[config.mk]
export PLATFORM = sky130hd
export DESIGN_NAME = vga_cell_fetch
export DESIGN_NICKNAME = d
export VERILOG_FILES = /design/src/rtl/vga_cell_fetch.sv
export SDC_FILE = /design/constraint.sdc
export NUM_CORES = 1
export LEC_CHECK = 0
export ABC_CLOCK_PERIOD_IN_PS = 4730
export CORE_AREA = 4 4 122 124
export CTS_BUF_LIST = sky130_fd_sc_hd__clkbuf_8 sky130_fd_sc_hd__clkbuf_16
export CTS_CLUSTER_SIZE = 10
export DETAILED_ROUTE_END_ITERATION = 10
export DIE_AREA = 0 0 126 128
export PLACE_DENSITY = 0.83
export SLEW_MARGIN = 20
export SYNTH_ARGS = -nofsm -noshare
export SYNTH_HDL_FRONTEND = slang
export SYNTH_SLANG_ARGS = --single-unit
[constraint.sdc]
create_clock -name clk -period 4.73 [get_ports clk]
set_input_delay 0.473 -clock clk [delete_from_list [all_inputs] [get_ports clk]]
set_output_delay 0.473 -clock clk [all_outputs]
set_load 0.02 [all_outputs]
[src/rtl/vga_cell_fetch.sv]
// Game-of-Life VGA back end: row prefetch from dmem during h-blank, 2-stage cell-to-RGB pipeline.
// Optional grid overlay enabled by defining GOL_GRID_EN.
module vga_cell_fetch #(
  parameter int VGA_BITS   = 8,
  parameter int CELL_SHIFT = 5,
  parameter int COLS       = 20,
  parameter int ROWS       = 15,
  parameter int H_ACTIVE   = 640,
  parameter int V_TOTAL    = 525,
  parameter int BASE_WORD  = 0
) (
  input  logic                clk,
  input  logic                reset_n,
  input  logic [9:0]          h_cnt,
  input  logic [9:0]          v_cnt,
  input  logic                in_de,
  input  logic                in_hs,
  input  logic                in_vs,
  output logic [8:0]          mem_addr,
  input  logic [31:0]         mem_rdata,
  output logic [VGA_BITS-1:0] vga_r,
  output logic [VGA_BITS-1:0] vga_g,
  output logic [VGA_BITS-1:0] vga_b,
  output logic                vga_hs,
  output logic                vga_vs,
  output logic                vga_de,
  output logic                busy
);
  localparam int WPR = COLS / 4;
  localparam int KW  = (WPR > 1) ? $clog2(WPR) : 1;
  localparam int CW  = 10 - CELL_SHIFT;

  typedef enum logic [1:0] {IDLE, ISSUE, DRAIN} state_e;

  state_e                 state_q, state_d;
  logic [KW-1:0]          k_q, k_d;
  logic [8:0]             addr_q, addr_d;
  logic                   cap_vld_q;
  logic [KW-1:0]          cap_idx_q;
  logic [WPR-1:0][31:0]   rowbuf_q;
  logic [9:0]             vnext, nr;
  logic                   trig;

  // Next line's cell row; the last line of the frame prefetches row 0.
  always_comb begin
    vnext = (v_cnt == 10'(V_TOTAL - 1)) ? 10'd0 : v_cnt + 10'd1;
    nr    = vnext >> CELL_SHIFT;
    trig  = (h_cnt == 10'(H_ACTIVE)) && (nr < 10'(ROWS));
  end

  always_comb begin
    state_d = state_q;
    k_d     = k_q;
    addr_d  = addr_q;
    unique case (state_q)
      IDLE: if (trig) begin
        state_d = ISSUE;
        k_d     = '0;
        addr_d  = 9'(BASE_WORD) + nr[8:0] * 9'(WPR);
      end
      ISSUE: begin
        if (k_q == KW'(WPR - 1)) state_d = DRAIN;
        else begin
          k_d    = k_q + KW'(1);
          addr_d = addr_q + 9'd1;
        end
      end
      DRAIN:   state_d = IDLE;
      default: state_d = IDLE;
    endcase
  end

  always_ff @(posedge clk or negedge reset_n) begin
    if (!reset_n) begin
      state_q   <= IDLE;
      k_q       <= '0;
      addr_q    <= '0;
      cap_vld_q <= 1'b0;
      cap_idx_q <= '0;
      rowbuf_q  <= '0;
    end else begin
      state_q   <= state_d;
      k_q       <= k_d;
      addr_q    <= addr_d;
      // Read data trails the address by one cycle, so the slot index does too.
      cap_vld_q <= (state_q == ISSUE);
      cap_idx_q <= k_q;
      for (int w = 0; w < WPR; w++)
        if (cap_vld_q && cap_idx_q == KW'(w)) rowbuf_q[w] <= mem_rdata;
    end
  end

  assign mem_addr = addr_q;
  assign busy     = (state_q != IDLE);

  // Pixel pipeline stage 1
  logic [CW-1:0] cell1_q;
  logic          de1_q, hs1_q, vs1_q;
`ifdef GOL_GRID_EN
  logic          grid1_q;
`endif

  always_ff @(posedge clk or negedge reset_n) begin
    if (!reset_n) begin
      cell1_q <= '0;
      de1_q   <= 1'b0;
      hs1_q   <= 1'b0;
      vs1_q   <= 1'b0;
`ifdef GOL_GRID_EN
      grid1_q <= 1'b0;
`endif
    end else begin
      cell1_q <= h_cnt[9:CELL_SHIFT];
      de1_q   <= in_de;
      hs1_q   <= in_hs;
      vs1_q   <= in_vs;
`ifdef GOL_GRID_EN
      grid1_q <= (h_cnt[CELL_SHIFT-1:0] == '0) || (v_cnt[CELL_SHIFT-1:0] == '0);
`endif
    end
  end

  // One-hot cell match; indices >= COLS match nothing and read as dead.
  logic [COLS-1:0] hit;
  for (genvar c = 0; c < COLS; c++) begin : g_cell
    assign hit[c] = (cell1_q == CW'(c)) && (|rowbuf_q[c/4][(c%4)*8 +: 8]);
  end

  logic [VGA_BITS-1:0] r_d, g_d, b_d;
  always_comb begin
    r_d = '0;
    g_d = '0;
    b_d = '0;
    if (de1_q) begin
      if (|hit) begin
        r_d = '1;
        g_d = '1;
        b_d = '1;
      end
`ifdef GOL_GRID_EN
      if (grid1_q) begin
        r_d = '0;
        g_d = VGA_BITS'(1) << (VGA_BITS - 1);
        b_d = '0;
      end
`endif
    end
  end

  // Pixel pipeline stage 2
  always_ff @(posedge clk or negedge reset_n) begin
    if (!reset_n) begin
      vga_r  <= '0;
      vga_g  <= '0;
      vga_b  <= '0;
      vga_hs <= 1'b0;
      vga_vs <= 1'b0;
      vga_de <= 1'b0;
    end else begin
      vga_r  <= r_d;
      vga_g  <= g_d;
      vga_b  <= b_d;
      vga_hs <= hs1_q;
      vga_vs <= vs1_q;
      vga_de <= de1_q;
    end
  end
endmodule

==> Word-level counts from Yosys, hierarchy flattened <==
Index checks and enable logic that the tools add are counted.
{ "word_totals": {"out_inout_bits": 37, "input_bits": 57, "regBits": 197, "word_cells": 119} }
{ "classes": {"reduce_logical": 54, "mul": 1, "n_eq_ne": 30, "n_addsub": 3, "n_mux": 12, "n_lt_le_gt_ge": 1} }
{ "ops": {"columns": ["operator", "n"], "rows": [
  ["8-bit OR reduction", 20],
  ["5-bit by 4-bit equality test with 1-bit output (second input constant)", 8],
  ["1-bit logical AND", 26],
  ["10-bit equality test (second input constant)", 2],
  ["5-bit by 3-bit equality test with 1-bit output (second input constant)", 4],
  ["5-bit equality test (second input constant)", 4],
  ["20-bit OR reduction", 1],
  ["9-bit two-way mux", 2],
  ["9-bit case mux with 2 select lines", 1],
  ["8-bit two-way mux", 2],
  ["10-bit by 1-bit adder with 10-bit output (second input constant)", 1],
  ["5-bit by 2-bit equality test with 1-bit output (second input constant)", 2],
  ["10-bit two-way mux", 1],
  ["9-bit by 1-bit adder with 9-bit output (second input constant)", 1],
  ["5-bit by 3-bit multiplier with 8-bit output (second input constant)", 1],
  ["3-bit by 2-bit equality test with 1-bit output (second input constant)", 2],
  ["3-bit equality test (second input constant)", 2],
  ["3-bit two-way mux", 2],
  ["2-bit != test (second input constant)", 3],
  ["3-bit case mux with 2 select lines", 1],
  ["5-bit by 1-bit equality test with 1-bit output (second input constant)", 1],
  ["5-bit logical NOT", 1],
  ["5-bit by 4-bit < comparator with 1-bit output (second input constant)", 1],
  ["2-bit two-way mux", 2],
  ["9 further kinds", 10]
]} }

==> Depth between registers and ports, before layout <==
{ "logic_depth": {"depth_word": 6, "ltp_mapped": 12, "depth_no_buf": 12} }

==> Least setup slack after synthesis <==
OpenSTA, ideal clock, no wires.
{ "synth_path": {"path_kind": "input -> register", "from": "input v_cnt[0]", "to": "register addr_q[5], in the netlist mem_addr[5]", "setup_ps": 129, "n_path_buf": 0, "path_stages": 10, "path_slack_ps": 2308, "required_time_ps": 4601, "arrival_ps": 2293, "cell_sequence": "nand4_4 > nor2_1 > nand2_1 > xnor2_1 > nor2_1 > mux2_2 > fa_1 > xnor2_1 > a21oi_1 > o21ai_0"} }
{ "synth_via": {"elab_chain_cells": 6, "elab_cells_between_ends": 10, "cone_classes": "add/sub: 1; mul: 1; order compare: 1; eq/ne: 2; mux: 3; reduce/logical: 2"} }
{ "synth_lines": {"columns": ["element", "line_no", "text"], "rows": [
  ["start: declaration", "15", "input logic [9:0] v_cnt,"],
  ["10-bit by 1-bit adder with 10-bit output or 10-bit equality test (tied branches)", "46", "vnext = (v_cnt == 10'(V_TOTAL - 1)) ? 10'd0 : v_cnt + 10'd1;"],
  ["10-bit two-way mux (*)", "46", null],
  ["branches (longest 4 deep; another with 5-bit by 3-bit multiplier with 8-bit output)", null, null],
  ["end signal: assignment", "84", "addr_q <= addr_d;"],
  ["end: declaration", "37", "logic [8:0] addr_q, addr_d;"]
]} }
Mark *: on every way between the ends. The select of a mux whose other input is x is not followed.
A chain may end at the register's enable or synchronous reset.

==> Worst setup path in the final report <==
{ "layout_path": {"from": "input v_cnt[5]", "to": "register addr_q[5], in the netlist mem_addr[5]"} }
The elaborated chain is that of the path after synthesis.

==> flow_metrics.env <==
export IMPL_cts_tree="yes"
export IMPL_p_per_area_mw_per_mm2=364
export IMPL_route_detailed_drc=0
export IMPL_vias_per_cell=5.94
export IMPL_layout_nets=740
export IMPL_clockBufferDepth=2
export IMPL_cts_sinks=190
export IMPL_maxCapViolCount=0
export IMPL_cp_max_fo=5
export IMPL_die_height_um=128
export IMPL_htreeDepth=4
export IMPL_r2r_end="mem_addr[8]"
export IMPL_antenna_found_initial=0
export IMPL_finalHoldViolCount=0
export IMPL_r2r_cells=6
export IMPL_cts_setup_buffers=0
export IMPL_synthTopCellsByArea="dfrtp_1 (58%), mux2_2 (22%), nor4_1 (2.7%), buf_4 (2.2%), nor2_1 (1.1%)"
export IMPL_period_needed_ps=2790
export IMPL_synth_edff_count=0
export IMPL_stdcell_area_mm2=0.00968
export IMPL_clock_fmax_mhz=358
export IMPL_yosys_top_cells_count="dfrtp_1 (190), mux2_2 (160), nor4_1 (35)"
export IMPL_drt_total_wl_mm=17.4
export IMPL_grtUsageTotal=0.231
export IMPL_worstPathCellList="clkdlybuf4s50_1 -> nand2_2 -> nor2_1 -> nand2_1 -> xnor2_1 -> nor2_1 -> mux2_2 -> fa_1 -> xnor2_1 -> a21oi_1 -> o21ai_0"
export IMPL_synthArstFlopShare=1.00
export IMPL_firstDrtPassIters=5
export IMPL_startpoint_type="input pin"
export IMPL_cpLargestDelayFamily="simple AND/OR/NAND/NOR gates"
export IMPL_cp_num_cells=11
export IMPL_drtIter0Drc=341
export IMPL_final_setup_tns_ps=0
export IMPL_cts_root_buf="clkbuf_16"
export IMPL_fin_ws_ps=1940
export IMPL_dpl_instance_area_mm2=0.00908
export IMPL_grt_pass1_wl_mm=29.3
export IMPL_synth_seq_cells=190
export IMPL_tightest_slew_ps=1000
export IMPL_wl_per_cell_um=20.0
export IMPL_syn_area_mm2=0.00814
export IMPL_synth_top_area_cell="dfrtp_1"
export IMPL_synthesis_nets=667
export IMPL_grt_setup_unrepaired="no"
export IMPL_leakagePower_nw=3.94
export IMPL_antenna_cells=0
export IMPL_vias=5157
export IMPL_critical_path_max_stage_delay_ps=590
export IMPL_drive_gt1_frac=0.304
export IMPL_r2r_start="state_q[1]"
export IMPL_die_x_um=126
export IMPL_holdBufCountCts=0
export IMPL_critPathCaptureType="flip-flop"
export IMPL_post_route_period_util=0.590
export IMPL_critPathArrivalTime_ps=3070
export IMPL_crit_start="v_cnt[5]"
export IMPL_core_mm2=0.0138
export IMPL_dieArea_mm2=0.0161
export IMPL_r2r_slack_ps=2100
export IMPL_cts_buffers=17
export IMPL_grt_pass1_vias=5648
export IMPL_finalMaxSlewViolations=0
export IMPL_postSynthCellCount=602
export IMPL_initial_core_util=0.591
export IMPL_io_pins=94
export IMPL_grt_max_degree=82
export IMPL_finalPower_mw=3.52
export IMPL_synthMostInstantiatedCell="dfrtp_1"
export IMPL_std_cell_rows=43
export IMPL_hp_class="in2async"
export IMPL_slowest_stage="clkdlybuf4s50_1"
export IMPL_hpwl_mm=12.2
export IMPL_cts_resized=0
export IMPL_setup_viol=0
export IMPL_required_ps=5010
export IMPL_place_ws_ps=1530
export IMPL_n_fill_cell=919
export IMPL_synth_cell_types=56
export IMPL_yosys_warnings=0
export IMPL_syn2layout_area_growth_pct=18.9
export IMPL_path_class="in2reg"
export IMPL_worst_path_buf_inv=1
export IMPL_synth_ff_type="dfrtp_1"
export IMPL_clk_pin_slew_ps=60
export IMPL_gr_total_overflow=0
export IMPL_slew_headroom=0.329
export IMPL_peakVddDrop_v=0.000251
export IMPL_status="completed"
export IMPL_clock_skew_ps=4.99
export IMPL_ant_nets=0
export IMPL_synth_area_per_cell_um2=13.5
export IMPL_io_buffers=93
export IMPL_endpoint="mem_addr[5]"
export IMPL_ff_latch_area_mm2=0.00475
export IMPL_synth_seq_area_share=0.584
export IMPL_multi_input_area_mm2=0.00308
export IMPL_insertion_delay_ps=430
export IMPL_synth_top_area_share=0.584
export IMPL_gp_congestion=0.927
==> flip-flops by register name, summed over array words and instances, names as in the netlist, 2 cells and up <==
name,count
cap_idx_q,3
rowbuf_q,160
cell1_q,5
state_q,2
k_q,3
mem_addr,9
==> per-layer routing <==
layer | up-vias | routed length [µm] | track usage
met5 | - | 0 | 0
met4 | 0 | 389 | 0.0858
met3 | 35 | 1040 | 0.0588
met2 | 165 | 8960 | 0.397
met1 | 2641 | 6990 | 0.285
li1 | 2316 | - | -
==> worst min path at each step <==
stage                 start            to  cells after the start
global route        reset_n  rowbuf_q[54]                      1
detailed placement    hs1_q        vga_hs                      0
global placement      hs1_q        vga_hs                      0
floorplan           reset_n  cap_idx_q[0]                      0
finish              reset_n  rowbuf_q[87]                      1
CTS                 reset_n  rowbuf_q[54]                      1
==> worst register-to-register path: cells and delay by family, from the launching register on <==
kind | cells | cell delay (ps)
AOI/OAI and AO/OA | 3 | 1060
buffers and inverters | 1 | 520
and+or+nand+nor | 2 | 590
DFF | 1 | 350
==> cell usage in the layout (no fill, tap or decap), types with 2 or more instances in the layout <==
cell type,netlist,layout
mux2i_1,3,3
clkinv_4,0,2
o21ai_0,13,13
clkdlybuf4s50_1,0,92
o22a_1,2,2
nor4_1,35,35
clkbuf_16,0,17
a21oi_1,14,14
and3_1,3,3
mux2_2,160,160
nor4b_1,2,2
nor3_1,8,7
nand2_1,20,20
clkinv_2,0,3
xor2_1,4,4
buf_4,24,7
or4_1,8,8
dfrtp_1,190,190
inv_1,7,10
clkbuf_8,0,2
nand3_1,11,11
nand2b_1,2,2
clkinvlp_4,0,2
bufinv_16,0,3
ha_1,7,7
nand4_1,3,3
nor2_1,24,23
a31oi_1,7,7
xnor2_1,3,3
==> layout make-up <==
type | count | share of cell area
Clock buffer | 19 | 0.0468
Inverter | 8 | 0.00310
Tap cell | 180 | 0.0233
Sequential cell | 190 | 0.491
Multi-Input combinational cell | 358 | 0.318
Timing Repair Buffer | 100 | 0.102
Clock inverter | 13 | 0.0154
==> report_power, final <==
| group | switching (mW) | total (mW) | internal, mW | leakage [nW] |
|---|---|---|---|---|
| sequential | 0.0599 | 1.77 | 1.71 | 2.22 |
| combinational | 0.151 | 0.311 | 0.160 | 1.42 |
| clock | 0.593 | 1.44 | 0.852 | 0.303 |
| total | 0.803 | 3.52 | 2.72 | 3.94 |
==> per-stage QoR <==
step / hold slack, ps / std cells / utilization
finish: 66.1 / 868 / 0.703
global route: 109 / 868 / 0.703
CTS: 88.6 / 868 / 0.703
detailed placement: 338 / 836 / 0.659
global placement: 335 / 836 / 0.659
floorplan: 177 / 602 / -
==> kinds of logic (layout without fill, tap and decap cells) <==
| group | count (synthesis) | after routing | synth area share |
|---|---|---|---|
| DFF | 190 | 190 | 0.584 |
| xor gates and xnor gates | 7 | 7 | 0.00753 |
| buffers and inverters | 54 | 140 | 0.0389 |
| AOI/OAI and AO/OA | 50 | 50 | 0.0403 |
| adders and majority gates | 8 | 8 | 0.0132 |
| and+or+nand+nor | 129 | 129 | 0.0895 |
| muxes | 164 | 164 | 0.226 |
No activity file was read; power rests on OpenSTA's default activity.
